File: src/rtl/fetch_pkg.sv
// Shared types and constants for the instruction fetch unit.
package fetch_pkg;

  typedef enum logic [1:0] {
    FETCH_IDLE    = 2'd0,
    FETCH_REQ     = 2'd1,
    FETCH_RELEASE = 2'd2
  } fetch_state_e;

  localparam logic [31:0] FETCH_RESET_PC = 32'h0000_0000;

endpackage

File: src/rtl/fetch_fifo.sv
// Synchronous instruction buffer with flush; head read straight from
// the registered storage so decode never sees a same-cycle push.
module fetch_fifo #(
  parameter int WIDTH      = 64,
  parameter int DEPTH      = 4,
  parameter int LOG2_DEPTH = 2
) (
  input  logic                  clk,
  input  logic                  rst,
  input  logic                  push,
  input  logic [WIDTH-1:0]      push_data,
  input  logic                  pop,
  input  logic                  flush,
  output logic [WIDTH-1:0]      head_data,
  output logic [LOG2_DEPTH:0]   count,
  output logic                  full
);

  logic [WIDTH-1:0]      mem_q [DEPTH];
  logic [WIDTH-1:0]      mem_d [DEPTH];
  logic [LOG2_DEPTH-1:0] head_q, head_d;
  logic [LOG2_DEPTH-1:0] tail_q, tail_d;
  logic [LOG2_DEPTH:0]   count_q, count_d;
  logic                  do_push, do_pop;

  function automatic logic [LOG2_DEPTH-1:0] ptr_inc(
    input logic [LOG2_DEPTH-1:0] p
  );
    if (p == LOG2_DEPTH'(DEPTH - 1))
      return '0;
    return p + LOG2_DEPTH'(1);
  endfunction

  assign full      = (count_q == (LOG2_DEPTH+1)'(DEPTH));
  assign count     = count_q;
  assign head_data = mem_q[head_q];
  assign do_push   = push && !full;
  assign do_pop    = pop && (count_q != '0);

  always_comb begin
    mem_d   = mem_q;
    head_d  = head_q;
    tail_d  = tail_q;
    count_d = count_q;
    if (do_push)
      mem_d[tail_q] = push_data;
    // flush beats any push or pop in the same cycle
    if (flush) begin
      head_d  = '0;
      tail_d  = '0;
      count_d = '0;
    end else begin
      if (do_push)
        tail_d = ptr_inc(tail_q);
      if (do_pop)
        head_d = ptr_inc(head_q);
      count_d = count_q
              + (LOG2_DEPTH+1)'(do_push)
              - (LOG2_DEPTH+1)'(do_pop);
    end
  end

  always_ff @(posedge clk or posedge rst) begin
    if (rst) begin
      mem_q   <= '{default: '0};
      head_q  <= '0;
      tail_q  <= '0;
      count_q <= '0;
    end else begin
      mem_q   <= mem_d;
      head_q  <= head_d;
      tail_q  <= tail_d;
      count_q <= count_d;
    end
  end

endmodule

File: src/rtl/fetch_unit.sv
// Instruction fetch: one outstanding cache request, redirect/flush, FIFO.
// Optional perf counters enabled by macro FETCH_PERF_CNT_EN.
module fetch_unit
  import fetch_pkg::*;
#(
  parameter int ADDR_WIDTH      = 32,
  parameter int WORD_WIDTH      = 32,
  parameter int FIFO_DEPTH      = 4,
  parameter int LOG2_FIFO_DEPTH = 2,
  parameter logic [ADDR_WIDTH-1:0] RESET_PC =
    ADDR_WIDTH'(FETCH_RESET_PC)
) (
  input  logic                  clk,
  input  logic                  rst,
  output logic                  req,
  output logic [ADDR_WIDTH-1:0] addr,
  input  logic                  valid,
  input  logic [WORD_WIDTH-1:0] data,
  output logic                  instr_valid,
  output logic [WORD_WIDTH-1:0] instr,
  output logic [ADDR_WIDTH-1:0] instr_pc,
  input  logic                  instr_ready,
  input  logic                  redirect,
  input  logic [ADDR_WIDTH-1:0] redirect_pc
`ifdef FETCH_PERF_CNT_EN
  ,
  output logic [31:0]           perf_fetch_count,
  output logic [31:0]           perf_stall_count
`endif
);

  localparam int EW = ADDR_WIDTH + WORD_WIDTH;

  fetch_state_e          state_q, state_d;
  logic [ADDR_WIDTH-1:0] pc_q, pc_d;
  logic [ADDR_WIDTH-1:0] addr_q, addr_d;
  logic                  discard_q, discard_d;
  logic                  push, pop, flush;
  logic                  fifo_full;
  logic [EW-1:0]         head;
  logic [LOG2_FIFO_DEPTH:0] count;

  always_comb begin
    state_d   = state_q;
    pc_d      = pc_q;
    discard_d = discard_q;
    push      = 1'b0;
    flush     = redirect;
    unique case (state_q)
      FETCH_IDLE: begin
        if (redirect)
          pc_d = redirect_pc;
        else if (!fifo_full)
          state_d = FETCH_REQ;
      end
      FETCH_REQ: begin
        if (valid) begin
          state_d   = FETCH_RELEASE;
          discard_d = 1'b0;
          push      = !discard_q && !redirect;
          if (redirect)
            pc_d = redirect_pc;
          else if (!discard_q)
            pc_d = addr_q + ADDR_WIDTH'(1);
        end else if (redirect) begin
          // miss stays in flight; its word is dropped on return
          pc_d      = redirect_pc;
          discard_d = 1'b1;
        end
      end
      FETCH_RELEASE: begin
        state_d = FETCH_IDLE;
        if (redirect)
          pc_d = redirect_pc;
      end
      default: state_d = FETCH_IDLE;
    endcase
    addr_d = (state_q == FETCH_REQ) ? addr_q : pc_d;
  end

  always_ff @(posedge clk or posedge rst) begin
    if (rst) begin
      state_q   <= FETCH_IDLE;
      pc_q      <= RESET_PC;
      addr_q    <= RESET_PC;
      discard_q <= 1'b0;
    end else begin
      state_q   <= state_d;
      pc_q      <= pc_d;
      addr_q    <= addr_d;
      discard_q <= discard_d;
    end
  end

  assign req         = (state_q == FETCH_REQ);
  assign addr        = addr_q;
  assign instr_valid = (count != '0);
  assign pop         = instr_valid && instr_ready;
  assign instr       = head[WORD_WIDTH-1:0];
  assign instr_pc    = head[WORD_WIDTH +: ADDR_WIDTH];

  fetch_fifo #(
    .WIDTH      (EW),
    .DEPTH      (FIFO_DEPTH),
    .LOG2_DEPTH (LOG2_FIFO_DEPTH)
  ) u_fifo (
    .clk       (clk),
    .rst       (rst),
    .push      (push),
    .push_data ({addr_q, data}),
    .pop       (pop),
    .flush     (flush),
    .head_data (head),
    .count     (count),
    .full      (fifo_full)
  );

`ifdef FETCH_PERF_CNT_EN
  logic [31:0] fetch_cnt_q, fetch_cnt_d;
  logic [31:0] stall_cnt_q, stall_cnt_d;

  always_comb begin
    fetch_cnt_d = fetch_cnt_q + 32'(push);
    stall_cnt_d = stall_cnt_q + 32'(req && !valid);
  end

  always_ff @(posedge clk or posedge rst) begin
    if (rst) begin
      fetch_cnt_q <= '0;
      stall_cnt_q <= '0;
    end else begin
      fetch_cnt_q <= fetch_cnt_d;
      stall_cnt_q <= stall_cnt_d;
    end
  end

  assign perf_fetch_count = fetch_cnt_q;
  assign perf_stall_count = stall_cnt_q;
`endif

endmodule
File: config.mk
export PLATFORM = sky130hd
export DESIGN_NAME = fetch_unit
export DESIGN_NICKNAME = d
export VERILOG_FILES = /design/src/rtl/fetch_pkg.sv /design/src/rtl/fetch_fifo.sv /design/src/rtl/fetch_unit.sv
export SDC_FILE = /design/constraint.sdc
export NUM_CORES = 1
export LEC_CHECK = 0
export BUFFER_PORTS_ARGS = -buffer_cell sky130_fd_sc_hd__buf_2
export CAP_MARGIN = 20
export CORE_MARGIN = 5
export CORE_UTILIZATION = 25
export DETAILED_ROUTE_END_ITERATION = 7
export GPL_TIMING_DRIVEN = 0
export SLEW_MARGIN = 25
export SYNTH_ARGS = -nofsm -noshare
export SYNTH_HDL_FRONTEND = slang
export SYNTH_SLANG_ARGS = --single-unit
File: constraint.sdc
create_clock -name clk -period 15.3 [get_ports clk]
set_clock_uncertainty 0.15 [all_clocks]
set_input_delay 2.295 -clock clk [delete_from_list [all_inputs] [get_ports clk]]
set_output_delay 2.295 -clock clk [all_outputs]
set_load 0.05 [all_outputs]
Word-level counts from Yosys, hierarchy flattened

Cells that the tools add are included.

Logic and storage cells: 79
Bits in registers: 330
Output and inout port bits: 98
Input port bits: 69

Bitwise operators: 2
Magnitude comparators: 3
Mux-type cells: 34
Reduce and logical (&&, ||, !) cells: 16
Eq/ne operators: 8
$add $sub $neg: 5

Operator list:

| kind                                                        | count |
|---|---|
| bitwise mux 256 bit                                         | 1 |
| 2-to-1 mux 64 bit                                           | 3 |
| binary-select mux 64 bit (select 2 bit)                     | 1 |
| demux 64 bit (select 2 bit)                                 | 1 |
| 2-to-1 mux 32 bit                                           | 4 |
| case mux 32 bit (2 select lines)                            | 1 |
| adder 32 x 1 -> 32 bit (second input constant)              | 1 |
| 2-to-1 mux 2 bit                                            | 11 |
| 2-to-1 mux 1 bit                                            | 10 |
| == test 2 bit (second input constant)                       | 3 |
| greater-or-equal comparator 3 bit (second input constant)   | 2 |
| inverter 2 -> 3 bit                                         | 2 |
| nonzero test 2 bit                                          | 3 |
| logical AND 1 bit                                           | 5 |
| adder 2 x 1 -> 2 bit (second input constant)                | 2 |
| inequality test 2 bit (second input constant)               | 2 |
| case mux 2 bit (2 select lines)                             | 1 |
| adder 3 x 1 -> 3 bit                                        | 1 |
| == test 3 bit (second input constant)                       | 1 |
| zero test 1 bit                                             | 3 |
| less-than comparator 3 x 1 -> 1 bit (second input constant) | 1 |
| 2-to-1 mux 3 bit                                            | 1 |
| AND reduction 3 bit                                         | 1 |
| nonzero test 3 bit                                          | 1 |
| other kinds (6)                                             | 6 |

Logic depth before layout (Yosys ltp)

Depth in word-level cells: 10
Mapped depth: 11
Gate-level depth less buffers: 10

Modules after synthesis

A second synthesis with hierarchy kept.

Cell total of the unflattened synthesis: 1119
Area, all modules: 15593.7 um^2

By module, submodules not included:

| module     | instances | cells each | sequential area each (um^2) | area each (um^2) |
|---|---|---|---|---|
| fetch_fifo | 1         | 665        | 6581.3                      | 11614.9 |
| fetch_unit | 1         | 454        | 1676.6                      | 3978.8 |

Least setup slack after synthesis

No wires, ideal clock.

Path kind: reg2out
From: register u_fifo.head_q[1]
To: output port instr[0]
Path buffers: 2
Arrival time: 1776 ps
Data required time: 12855 ps
Setup slack: 11079 ps
Cell stages (with the launch flop): 4
Cell sequence: dfrtp_1 -> clkbuf_1 -> buf_2 -> mux4_2

Cells in the longest elaborated chain, start to end: 4

RTL lines:

| item                                                 | line             | RTL |
|---|---|---|
| from (decl)                                          | fetch_fifo.sv:21 | `logic [LOG2_DEPTH-1:0] head_q, head_d;` |
| from (signal assigned)                               | fetch_fifo.sv:66 | `head_q <= '0;` |
| from (signal assigned)                               | fetch_fifo.sv:71 | `head_q <= head_d;` |
| inverter 2 -> 3 bit (implied by the code)            | fetch_fifo.sv:36 | `assign head_data = mem_q[head_q];` |
| binary-select mux 64 bit (select 2 bit)              | fetch_fifo.sv:36 |  |
| 2-to-1 mux 64 bit (implied by the code) (2 in a row) | fetch_fifo.sv:36 |  |
| to (decl)                                            | fetch_unit.sv:20 | `output logic [WORD_WIDTH-1:0] instr,` |

Every way passes these cells. The select of a mux whose other input is x is not followed.

Worst setup path after layout

From: register u_fifo.head_q[1]
To: output port instr_pc[17]

Cells in the longest elaborated chain, start to end: 4

RTL lines:

| item                                                 | line             | RTL |
|---|---|---|
| inverter 2 -> 3 bit (implied by the code)            | fetch_fifo.sv:36 |  |
| binary-select mux 64 bit (select 2 bit)              | fetch_fifo.sv:36 |  |
| 2-to-1 mux 64 bit (implied by the code) (2 in a row) | fetch_fifo.sv:36 |  |
| to (decl)                                            | fetch_unit.sv:21 | `output logic [ADDR_WIDTH-1:0] instr_pc,` |

Every way passes these cells. The select of a mux whose other input is x is not followed.

==> parameters.txt <==
Parameter                              Value

Run status
  Result of the run ... completed

Global routing
  Total routing usage reported by global routing ... 13.2%
  Largest net degree at the start of global routing ... 99
  Global-route wire length before repair ... 71900 um
  Via count of the first global-routing pass ... roughly 12000
  Number of antenna violations at the first check in global routing ... 16
  Grt ovf ... 0

Power
  P per Cell Area ... 204 mW/mm^2
  Maximum VDD drop ... 0.0943 mV
  Static power due to leakage ... roughly 9.0 nW

Worst setup path
  Data arrival time of the critical path ... about 3100 ps
  Launch instance of the worst register-to-register path ... addr[0]
  Data required time at the worst endpoint ... between 10000 and 15000 ps
  Path length in cells of the critical path ... 4
  Biggest cell delay along the critical path ... approximately 790 ps
  Worst R2R Path Depth ... 7
  Crit path buffers/inverters ... 3
  Crit Path Max Fanout ... 11
  Crit-path most repeated cell ... buf_2
  Kind of critical path ... reg -> out
  Kind of end point of the critical path ... output port
  Cell-by-cell listing of the critical path ... clkbuf_1 -> buf_2 -> mux4_2 -> buf_2
  Critical path startpoint ... u_fifo.head_q[1]
  Family with the most delay on the worst path ... buffers and inverters
  Worst-path cell with the longest stage delay ... clkbuf_1
  Kind of launch point of the worst setup path ... flip-flop

Synth
  Sequential cell area fraction in the yosys report ... roughly half
  Synthesized net count ... approximately 1300
  Synthesized area divided by synthesized cell count ... roughly 13 um^2
  Share of flip-flops with an asynchronous set or reset ... 100%
  Netlist area before placement ... 0.0160 mm^2
  Number of enable-type register cells in the synthesized netlist ... 0
  Number of cells produced by synthesis ... between 1000 and 1500
  Synth cell types ... 62
  Synthesis Warnings ... 0
  FF+latch count, synth ... 330
  Dominant synthesized flop cell ... dfrtp_1

Flow run
  Number of maximum-capacitance constraint violations ... 0

Timing
  Count of pins over their slew limit ... 0
  Time the final worst path needs with I/O delays and setup ... 5560 ps
  Fin Hold WS ... 327 ps
  Timing-limited maximum frequency ... about 180 MHz
  Number of setup violations in the final report ... 0
  Transition time of the tightest slew-check pin ... 1030 ps
  Period utilization ... 36.3%
  Setup repair after global routing missed its margin ... no
  Setup total negative slack ... 0 ps
  Fin. Hold Viols ... 0
  Relative slew slack ... between 30% and 40%

Final layout
  Fin cells ... 2294
  Number of nets in the layout ... 1491
  Area Overhead vs Synth ... 20.9%
  Final design utilization ... 30.6%
  Fraction of final layout cells sized beyond drive strength 1 ... 34.9%

Floorplan
  # rows ... around 90
  Initial standard-cell utilization of the core ... 25.3%
  Total I/O pin count ... between 150 and 200
  Horizontal die dimension ... roughly 260 um
  Floorplan die height ... 263 um
  Area of the die ... 0.0691 mm^2
  Floorplan core area ... 0.0632 mm^2

Placed design
  Gp weighted congestion ... 0.865
  Post-detail-place hpwl ... 33300 um
  Placed Instances ... between 2000 and 2500
  Number of input and output port buffers inserted ... 166

CTS
  TritonCTS Buffers ... 39
  Number of gates given a new drive strength after cts ... 0
  Clock latency of the later-clocked register in the worst-skew pair ... 570 ps
  Maximum number of buffers from clock root to sink ... 3
  Clock net sink count ... 330
  Post-CTS setup-driven buffer insertion count ... 0
  H-tree levels ... 2
  Root Buffer Master ... clkbuf_16
  Clock input transition at the sequential cells of the worst setup and hold paths ... roughly 60 ps
  Hold buffer count at cts ... 0
  Clock tree from TritonCTS ... yes

Hold path
  Number of stages on the worst hold path ... 1
  Path category of the worst min-delay check ... reg -> reg
  Worst hold path startpoint ... u_fifo.mem_q[52]

Drt
  WL final ... 46400 um
  DRC violation count after routing ... 0
  Antenna violation net count after detailed routing ... 0
  Mean number of vias per cell ... between 4 and 5
  1st-iter DRT viols ... 651
  Average detailed-routed wire length per instance ... 20.2 um
  Number of iterations in the first detailed-routing pass ... 5
  Total via count in the routed design ... between 10000 and 15000
## layout make-up
cell class | instances | area [um^2]
fillers | 6341 | 43900
flip-flops and latches | 330 | 8260
multi-input cells | 753 | 7020
clock buffers | 49 | 1060
well taps | 846 | 1060
repair buffers | 169 | 913
plain buffers | 100 | 639
clock inverters | 19 | 278
inverters | 20 | 82.6
diodes | 8 | 20.0
## cell usage after synthesis (all sizes together) (6+ instances only)
master    n  share of area [%]
clkbuf   24               0.57
nand3    13               0.44
a22oi    12               0.56
o21ai    30               0.94
nand4     9               0.52
nor4      7               0.49
inv      20               0.47
o22ai    18               0.70
nor3      6               0.26
mux2    259                 18
and3      9               0.35
nor2     86                2.0
xnor2    12               0.66
nand2    56                1.4
mux4     64                9.0
a311o     8               0.50
mux2i    12               0.75
ha        8               0.63
nand2b   19               0.74
a221oi   21                1.2
dfrtp   330                 52
a21oi    40                1.3
buf      76                3.4
xor2     13               0.71
## stage by stage
step	power (mW)	area, um^2	setup WS (ps)
floorplan	2.52	16000	3720
global placement	2.97	17900	273
detailed placement	3.00	18000	10240
CTS	4.00	19300	9630
global route	4.16	19300	9550
finish	3.95	19300	9740
## kinds of logic (layout without fill, tap and decap cells)
family	count (synthesis)	after routing	share of synthesized area [%]
other	0	8	0
flip-flops	330	330	51.7
adder cells (fa/ha/maj)	9	9	0.751
buffers and inverters	120	357	4.46
XOR/XNOR	25	25	1.37
AND/OR/NAND/NOR	223	223	7.01
AO/OA/AOI/OAI	161	161	6.74
multiplexers	335	335	28.0
## worst paths after layout
| path | slack [ps] | end |
|---|---|---|
| max in group asynchronous | 11980 | u_fifo.mem_q[123] |
| max reg2reg | 12670 | pc_q[28] |
| max | 9740 | instr_pc[17] |
| min | 330 | u_fifo.mem_q[52] |
| min reg2reg | 330 | u_fifo.mem_q[52] |
| min in group asynchronous | 1620 | u_fifo.mem_q[222] |
## routing by layer
metal	track usage, %	wire (um)	up-vias
met2	21.2	22100	297
met1	17.7	20300	5599
met3	3.17	2790	77
met4	4.08	1250	4
li1	-	-	4836
met5	0	25	-
## registers in the layout, summed over array words and instances (netlist names)
signal,flops
addr,32
discard_q,1
pc_q,32
state_q,2
u_fifo.count,3
u_fifo.head_q,2
u_fifo.mem_q,256
u_fifo.tail_q,2
## report_power, final
part / switching, mW / internal (mW) / total, mW
clock: 0.391 / 0.583 / 0.974
sequential: 0.160 / 1.11 / 1.27
combinational: 1.16 / 0.544 / 1.71
total: 1.71 / 2.23 / 3.95
## placed cells by master, fill, tap and decap left out, types with 6 or more instances in the layout
cell	n
clkbuf_1	28
mux2_1	130
o21ai_0	30
buf_4	8
nand2b_1	19
mux2i_1	12
o22ai_1	18
nand2_1	54
a21oi_1	39
nor2_1	86
inv_1	17
buf_1	17
ha_1	8
and3_1	9
nand4_1	6
a311o_1	8
mux4_2	64
buf_2	190
buf_6	27
a221oi_1	21
clkbuf_16	39
nand3_1	12
a22oi_1	12
diode_2	8
xor2_1	13
dfrtp_1	330
xnor2_1	12
mux2_2	129
No activity file was read; power rests on OpenSTA's default activity.
